$ cat config.mk
export PLATFORM = sky130hd
export DESIGN_NAME = pc_seq
export DESIGN_NICKNAME = d
export VERILOG_FILES = /design/src/rtl/pc_seq_pkg.sv /design/src/rtl/pc_seq_timer.sv /design/src/rtl/pc_seq.sv
export SDC_FILE = /design/constraint.sdc
export NUM_CORES = 1
export LEC_CHECK = 0
export BUFFER_PORTS_ARGS = -buffer_cell sky130_fd_sc_hd__buf_2
export CAP_MARGIN = 20
export CORE_MARGIN = 8
export CORE_UTILIZATION = 42
export DETAILED_ROUTE_END_ITERATION = 12
export PLACE_DENSITY = 0.72
export SETUP_SLACK_MARGIN = 0.1
export SKIP_LAST_GASP = 1
export SLEW_MARGIN = 25
export SYNTH_ARGS = -nofsm -noshare
export SYNTH_HDL_FRONTEND = slang
export SYNTH_SLANG_ARGS = --single-unit
export TNS_END_PERCENT = 100
$ cat constraint.sdc
create_clock -name clk -period 1.7 [get_ports clk]
set_input_delay 0.34 -clock clk [delete_from_list [all_inputs] [get_ports clk]]
set_output_delay 0.34 -clock clk [all_outputs]
set_load 0.01 [all_outputs]
$ cat src/rtl/pc_seq_pkg.sv
// Shared types and constants for the program-counter fetch/execute sequencer.
package pc_seq_pkg;

    // Width of the PC, memory address and instruction word.
    localparam int WORD_W = 16;

    // Default number of FETCH cycles allowed without a memory ack.
    localparam int TIMEOUT_DEF = 15;

    // Sequencer states; the encoding is fixed so debug tools can decode it.
    typedef enum logic [2:0] {
        ST_IDLE   = 3'd0,
        ST_FETCH  = 3'd1,
        ST_EXEC   = 3'd2,
        ST_UPDATE = 3'd3,
        ST_HALT   = 3'd4
    } state_t;

endpackage

$ cat src/rtl/pc_seq_timer.sv
// Fetch timer: loadable up-counter with clear and enable. o_term flags the
// enabled cycle whose edge carries the count to TIMEOUT.
module pc_seq_timer #(
    parameter int TIMEOUT = 15,
    parameter int TMR_W   = 8
) (
    input  logic             i_clk,
    input  logic             i_reset,
    input  logic             i_clr,
    input  logic             i_en,
    input  logic             i_load,
    input  logic [TMR_W-1:0] i_load_val,
    output logic             o_term
);

    localparam logic [TMR_W-1:0] LAST_BEFORE_TERM = TMR_W'(TIMEOUT - 1);

    logic [TMR_W-1:0] r_count;

    // Counter register: clear wins over load, load wins over increment.
    always_ff @(posedge i_clk) begin
        if (i_reset) begin
            r_count <= '0;
        end else if (i_clr) begin
            r_count <= '0;
        end else if (i_load) begin
            r_count <= i_load_val;
        end else if (i_en) begin
            r_count <= r_count + 1'b1;
        end
    end

    // Terminal flag: this enabled cycle brings the count up to TIMEOUT.
    always_comb begin
        o_term = i_en && !i_clr && !i_load && (r_count == LAST_BEFORE_TERM);
    end

endmodule

$ cat src/rtl/pc_seq.sv
// Fetch/execute sequencer for a 16-bit program counter. Fetches the word at
// pc_value, hands it to the execute unit, then applies exactly one PC update
// (inc, add or sub) per retired instruction.
//
// Handshakes: mem_req is held high in FETCH until a cycle with mem_ack=1,
// which transfers mem_rdata; instr_valid is held high in EXEC until a cycle
// with exec_done=1, which transfers the branch/halt decision. Acks arriving
// outside those states carry no transfer and are ignored.
module pc_seq
    import pc_seq_pkg::*;
#(
    parameter int TIMEOUT = TIMEOUT_DEF,
    parameter int TMR_W   = 8
) (
    input  logic              clk,
    input  logic              reset,
    input  logic              run,
    input  logic [WORD_W-1:0] pc_value,
    output logic              mem_req,
    output logic [WORD_W-1:0] mem_addr,
    input  logic              mem_ack,
    input  logic [WORD_W-1:0] mem_rdata,
    output logic [WORD_W-1:0] instr,
    output logic              instr_valid,
    input  logic              exec_done,
    input  logic              br_take,
    input  logic              br_back,
    input  logic [WORD_W-1:0] br_offset,
    input  logic              halt_req,
    output logic              pc_inc,
    output logic              pc_add,
    output logic              pc_sub,
    output logic [WORD_W-1:0] pc_offset,
    output logic              halted,
    output logic              fetch_err,
    output logic [WORD_W-1:0] instr_count,
    output state_t            dbg_state
);

    state_t            r_state;
    state_t            w_state_next;
    logic [WORD_W-1:0] r_instr;
    logic [WORD_W-1:0] r_count;
    logic              r_fetch_err;
    logic              r_br_take;
    logic              r_br_back;
    logic [WORD_W-1:0] r_br_offset;
    logic              w_in_fetch;
    logic              w_fetch_hit;
    logic              w_exec_hit;
    logic              w_tmr_term;

    assign w_in_fetch  = (r_state == ST_FETCH);
    assign w_fetch_hit = w_in_fetch && mem_ack;
    assign w_exec_hit  = (r_state == ST_EXEC) && exec_done;

    // Timer only runs during an un-acked fetch; it idles at zero elsewhere.
    pc_seq_timer #(
        .TIMEOUT (TIMEOUT),
        .TMR_W   (TMR_W)
    ) u_timer (
        .i_clk      (clk),
        .i_reset    (reset),
        .i_clr      (!w_in_fetch || mem_ack),
        .i_en       (w_in_fetch && !mem_ack),
        .i_load     (1'b0),
        .i_load_val ('0),
        .o_term     (w_tmr_term)
    );

    // State register.
    always_ff @(posedge clk) begin
        if (reset) begin
            r_state <= ST_IDLE;
        end else begin
            r_state <= w_state_next;
        end
    end

    // Next-state logic; an ack on the timeout cycle is checked first so it wins.
    always_comb begin
        w_state_next = r_state;
        case (r_state)
            ST_IDLE: begin
                if (run) w_state_next = ST_FETCH;
            end
            ST_FETCH: begin
                if (mem_ack)         w_state_next = ST_EXEC;
                else if (w_tmr_term) w_state_next = ST_HALT;
            end
            ST_EXEC: begin
                if (exec_done) begin
                    w_state_next = halt_req ? ST_HALT : ST_UPDATE;
                end
            end
            ST_UPDATE: begin
                w_state_next = run ? ST_FETCH : ST_IDLE;
            end
            ST_HALT: begin
                w_state_next = ST_HALT;
            end
            default: begin
                w_state_next = ST_IDLE;
            end
        endcase
    end

    // Moore output decode; the registered branch decision selects one strobe.
    always_comb begin
        mem_req     = 1'b0;
        mem_addr    = '0;
        instr_valid = 1'b0;
        pc_inc      = 1'b0;
        pc_add      = 1'b0;
        pc_sub      = 1'b0;
        pc_offset   = '0;
        halted      = 1'b0;
        case (r_state)
            ST_FETCH: begin
                mem_req  = 1'b1;
                mem_addr = pc_value;
            end
            ST_EXEC: begin
                instr_valid = 1'b1;
            end
            ST_UPDATE: begin
                if (!r_br_take) begin
                    pc_inc = 1'b1;
                end else begin
                    pc_add    = !r_br_back;
                    pc_sub    = r_br_back;
                    pc_offset = r_br_offset;
                end
            end
            ST_HALT: begin
                halted = 1'b1;
            end
            default: begin
            end
        endcase
    end

    // Instruction latch on the accepted fetch.
    always_ff @(posedge clk) begin
        if (reset) begin
            r_instr <= '0;
        end else if (w_fetch_hit) begin
            r_instr <= mem_rdata;
        end
    end

    // Branch decision captured when the execute unit completes.
    always_ff @(posedge clk) begin
        if (reset) begin
            r_br_take   <= 1'b0;
            r_br_back   <= 1'b0;
            r_br_offset <= '0;
        end else if (w_exec_hit) begin
            r_br_take   <= br_take;
            r_br_back   <= br_back;
            r_br_offset <= br_offset;
        end
    end

    // Retired-instruction counter, wraps naturally at 16 bits.
    always_ff @(posedge clk) begin
        if (reset) begin
            r_count <= '0;
        end else if (r_state == ST_UPDATE) begin
            r_count <= r_count + 1'b1;
        end
    end

    // Sticky fetch error: set when the timer expires with no ack.
    always_ff @(posedge clk) begin
        if (reset) begin
            r_fetch_err <= 1'b0;
        end else if (w_in_fetch && !mem_ack && w_tmr_term) begin
            r_fetch_err <= 1'b1;
        end
    end

    assign instr       = r_instr;
    assign instr_count = r_count;
    assign fetch_err   = r_fetch_err;
    assign dbg_state   = r_state;

endmodule

==> impl_metrics.yaml <==
logic_synthesis:
  syn_area_per_cell_sq_um: 7.86
  synth_nets: 409
  synth_top_flop_cell: "dfxtp_1"
  async_flop_share_pct: 0
  synth_enable_flop_cells: 0
  yosysUniqueCellTypes: 37
  synthCells: 350
  synthTopCellsByArea: "dfxtp_1 45%, nand2_1 11%, a21oi_1 8.0%, and2_1 4.5%, and3_1 4.3%"
  synth_commonest_cells: "83 x nand2_1, 62 x dfxtp_1, 44 x a21oi_1, 29 x nor2_1, 20 x and2_1"
  ys_seq_area_share_pct: 45.1
  synth_top_area_share_pct: 45.1
  ys_warn_count: 0
  yosys_register_bits: 62
  synth.most_common_cell: "nand2_1"
  syn-cell-area_sq_um: 2750
  yosysTopAreaCell: "dfxtp_1"
sta:
  hold_viol: 0
  slew_headroom_pct: 76.8
  fin_setup_tns_ns: -4.94
  max_freq_mhz: 538
  final-max-slew-violation-count: 0
  rsz0062_at_grt: "yes"
  layout_setup_ws_ns: -0.158
  fin_crit_sh_pct: 109
  setup_violations: 37
  period_needed_ns: 1.86
  skew_ns: 0.00739
  tightestPinTransition_ns: 0.348
hold_path:
  hp-class: "primary input to register"
grt:
  overflow: 0
  antenna_found_initial: 0
  grt_pass1_vias: 2934
  grtUsageTotal_pct: 16.7
  grt_max_degree: 41
  grt_pass1_wl_um: 13400
power:
  p_leak_nw: 1.98
  peakVddDrop_uv: 622
  pwr_density_cell_nw_per_um2: 792
  fin_total_pwr_w: 0.00336
  power_switching_w: 0.000815
  p_int_w: 0.00255
  p_comb_share_pct: 13.2
  p_seq_share_pct: 44.6
  power_frac_clock_pct: 42.2
  swShare_pct: 24.3
placement:
  dp_slack_ns: 0.0579
  hpwl_um: 6100
  numPlacedInstances: 554
  place_congestion: 0.764
  portBuffers: 129
worst_setup_path:
  critPathCaptureType: "output pin"
  ff2ff_setup_slack_ns: -0.16
  timing.critical_path.mode_cell: "buf_6"
  crit_path_cell_trace: "buf_6, and3b_2, buf_6, and3_1, buf_2"
  worstPathArrival_ns: 1.52
  crit_family: "simple AND/OR/NAND/NOR gates"
  cp_slowest_stage_delay_ns: 0.33
  crit_buf_inv: 3
  cp-start-kind: "register"
  cp_max_fo: 10
  cp_slowest_cell: "dfxtp_2"
  worstSetupPathType: "register to output pin"
  crit_required_ns: 1.36
clock_network:
  cts_buffer_depth: 2
  postCtsHoldBufs: 0
  cts_root_buf: "clkbuf_8"
  cts_buffers: 9
  cts_tree: "done"
  htreeDepth: 3
  clkSlewWorstSetupHoldPaths_ns: 0.07
  clk_latency_ns: 0.33
  cts.sinks: 62
die:
  rows: 29
  ios: 130
  die-area_sq_um: 9400
  initial_core_util_pct: 43.3
  die_h_um: 96.9
  core_area_sq_um: 6350
  die_w_um: 96.9
finish:
  drive_gt1_share_pct: 44.1
  fin_util_pct: 66.9
  layout.nets: 564
  antenna_cells: 0
  syn_to_final_growth_pct: 54.3
  stdcell_count: 587
outcome:
  violations: "negative setup slack"
  status: "finished with violations"
route:
  routed_via_density: 5.00
  drtAntennaViolNets: 0
  first_iter_violations: 90
  routed_wl_um: 8730
  drt_pass1_iterations: 6
  drc: 0
  avgRoutedWirePerCell_um: 14.9
  vias: 2936
run:
  drv_cap: 0
## worst min-delay path: stages
cell	delay [ns]
buf_2	0.09
nand2_1	0.04
a21oi_1	0.05
## cell usage in the layout (no fill, tap or decap), types with 2 or more instances in the layout
master / instances
o21ai_0: 4
nor4_1: 2
clkinv_4: 3
a21oi_1: 41
dfxtp_1: 57
buf_6: 32
nand3_1: 5
and2_1: 4
ha_1: 3
nand2_1: 79
a21o_1: 2
or3_4: 2
xor2_1: 9
and2_4: 16
dfxtp_2: 4
buf_12: 2
nand4_1: 7
xnor2_1: 7
and4_1: 2
a21oi_2: 3
clkbuf_8: 9
nor2b_2: 2
bufinv_16: 2
and3_4: 4
nand2b_1: 4
inv_1: 5
nor2_1: 28
buf_4: 23
and3_1: 15
nor3_1: 3
buf_2: 107
nand2_2: 4
## area by class of cell
| class | count | area [sq um] |
|---|---|---|
| well taps | 77 | 96.3 |
| multi-input cells | 262 | 1520 |
| fillers | 537 | 2100 |
| clock inverters | 7 | 98.8 |
| inverters | 5 | 18.8 |
| repair buffers | 165 | 1130 |
| clock buffers | 9 | 124 |
| flip-flops and latches | 62 | 1250 |
## flip-flops by register name (all words and copies together), names as in the netlist
signal,flops
fetch_err,1
dbg_state,3
r_br_offset,16
r_br_take,1
instr,16
r_br_back,1
instr_count,16
u_timer.r_count,8
## per-layer routing
layer | vias to the layer above | wire (um) | GRT usage, %
li1 | 1476 | - | -
met1 | 1341 | 3570 | 17.7
met2 | 109 | 4290 | 28.3
met3 | 10 | 780 | 7.54
met4 | 0 | 101 | 6.39
met5 | - | 0 | 0
## metrics by stage
| stage | cell area [sq um] | hold WS, ns |
|---|---|---|
| floorplan | 2780 | 0.432 |
| global placement | 3590 | 0.437 |
| detailed placement | 3590 | 0.442 |
| CTS | 3920 | 0.224 |
| global route | 4250 | 0.216 |
| finish | 4250 | 0.235 |
## cells by family (layout without fill, tap and decap cells)
family | after synthesis | in the layout | synth area share, %
multiplexers | 1 | 1 | 0.364
AO/OA/AOI/OAI | 55 | 55 | 10.8
buffers and inverters | 26 | 186 | 3.77
adder cells (fa/ha/maj) | 3 | 3 | 1.36
AND/OR/NAND/NOR | 187 | 187 | 33.5
flip-flops | 62 | 62 | 45.1
XOR/XNOR | 16 | 16 | 5.09
## worst paths after layout
path,from,end,cells after the start
worst max-delay path,dbg_state[2],pc_offset[1],5
worst max register to register,dbg_state[2],instr_count[13],6
worst min-delay path,br_offset[7],r_br_offset[7],3
worst min register to register,r_br_offset[1],r_br_offset[1],2
## power groups by stage
| stage | clock [W] | combinational, W | sequential (W) |
|---|---|---|---|
| 2_1_floorplan | 0 | 0.000154 | 0.00154 |
| 3_3_place_gp | 0 | 0.000319 | 0.00153 |
| 5_1_grt | 0.00152 | 0.000481 | 0.00150 |
| 6_report | 0.00142 | 0.000442 | 0.00150 |
| 4_1_cts | 0.00145 | 0.000364 | 0.00150 |
| 3_5_place_dp | 0 | 0.000324 | 0.00153 |
## repair_timing
item / CTS / global route
pin swaps: 3 / 27
gates resized for setup: 20 / 62
setup endpoints to repair: 56 / 58
setup buffers: 4 / 8
cloned: 2 / 3
Power figures use the tool's default switching activity.
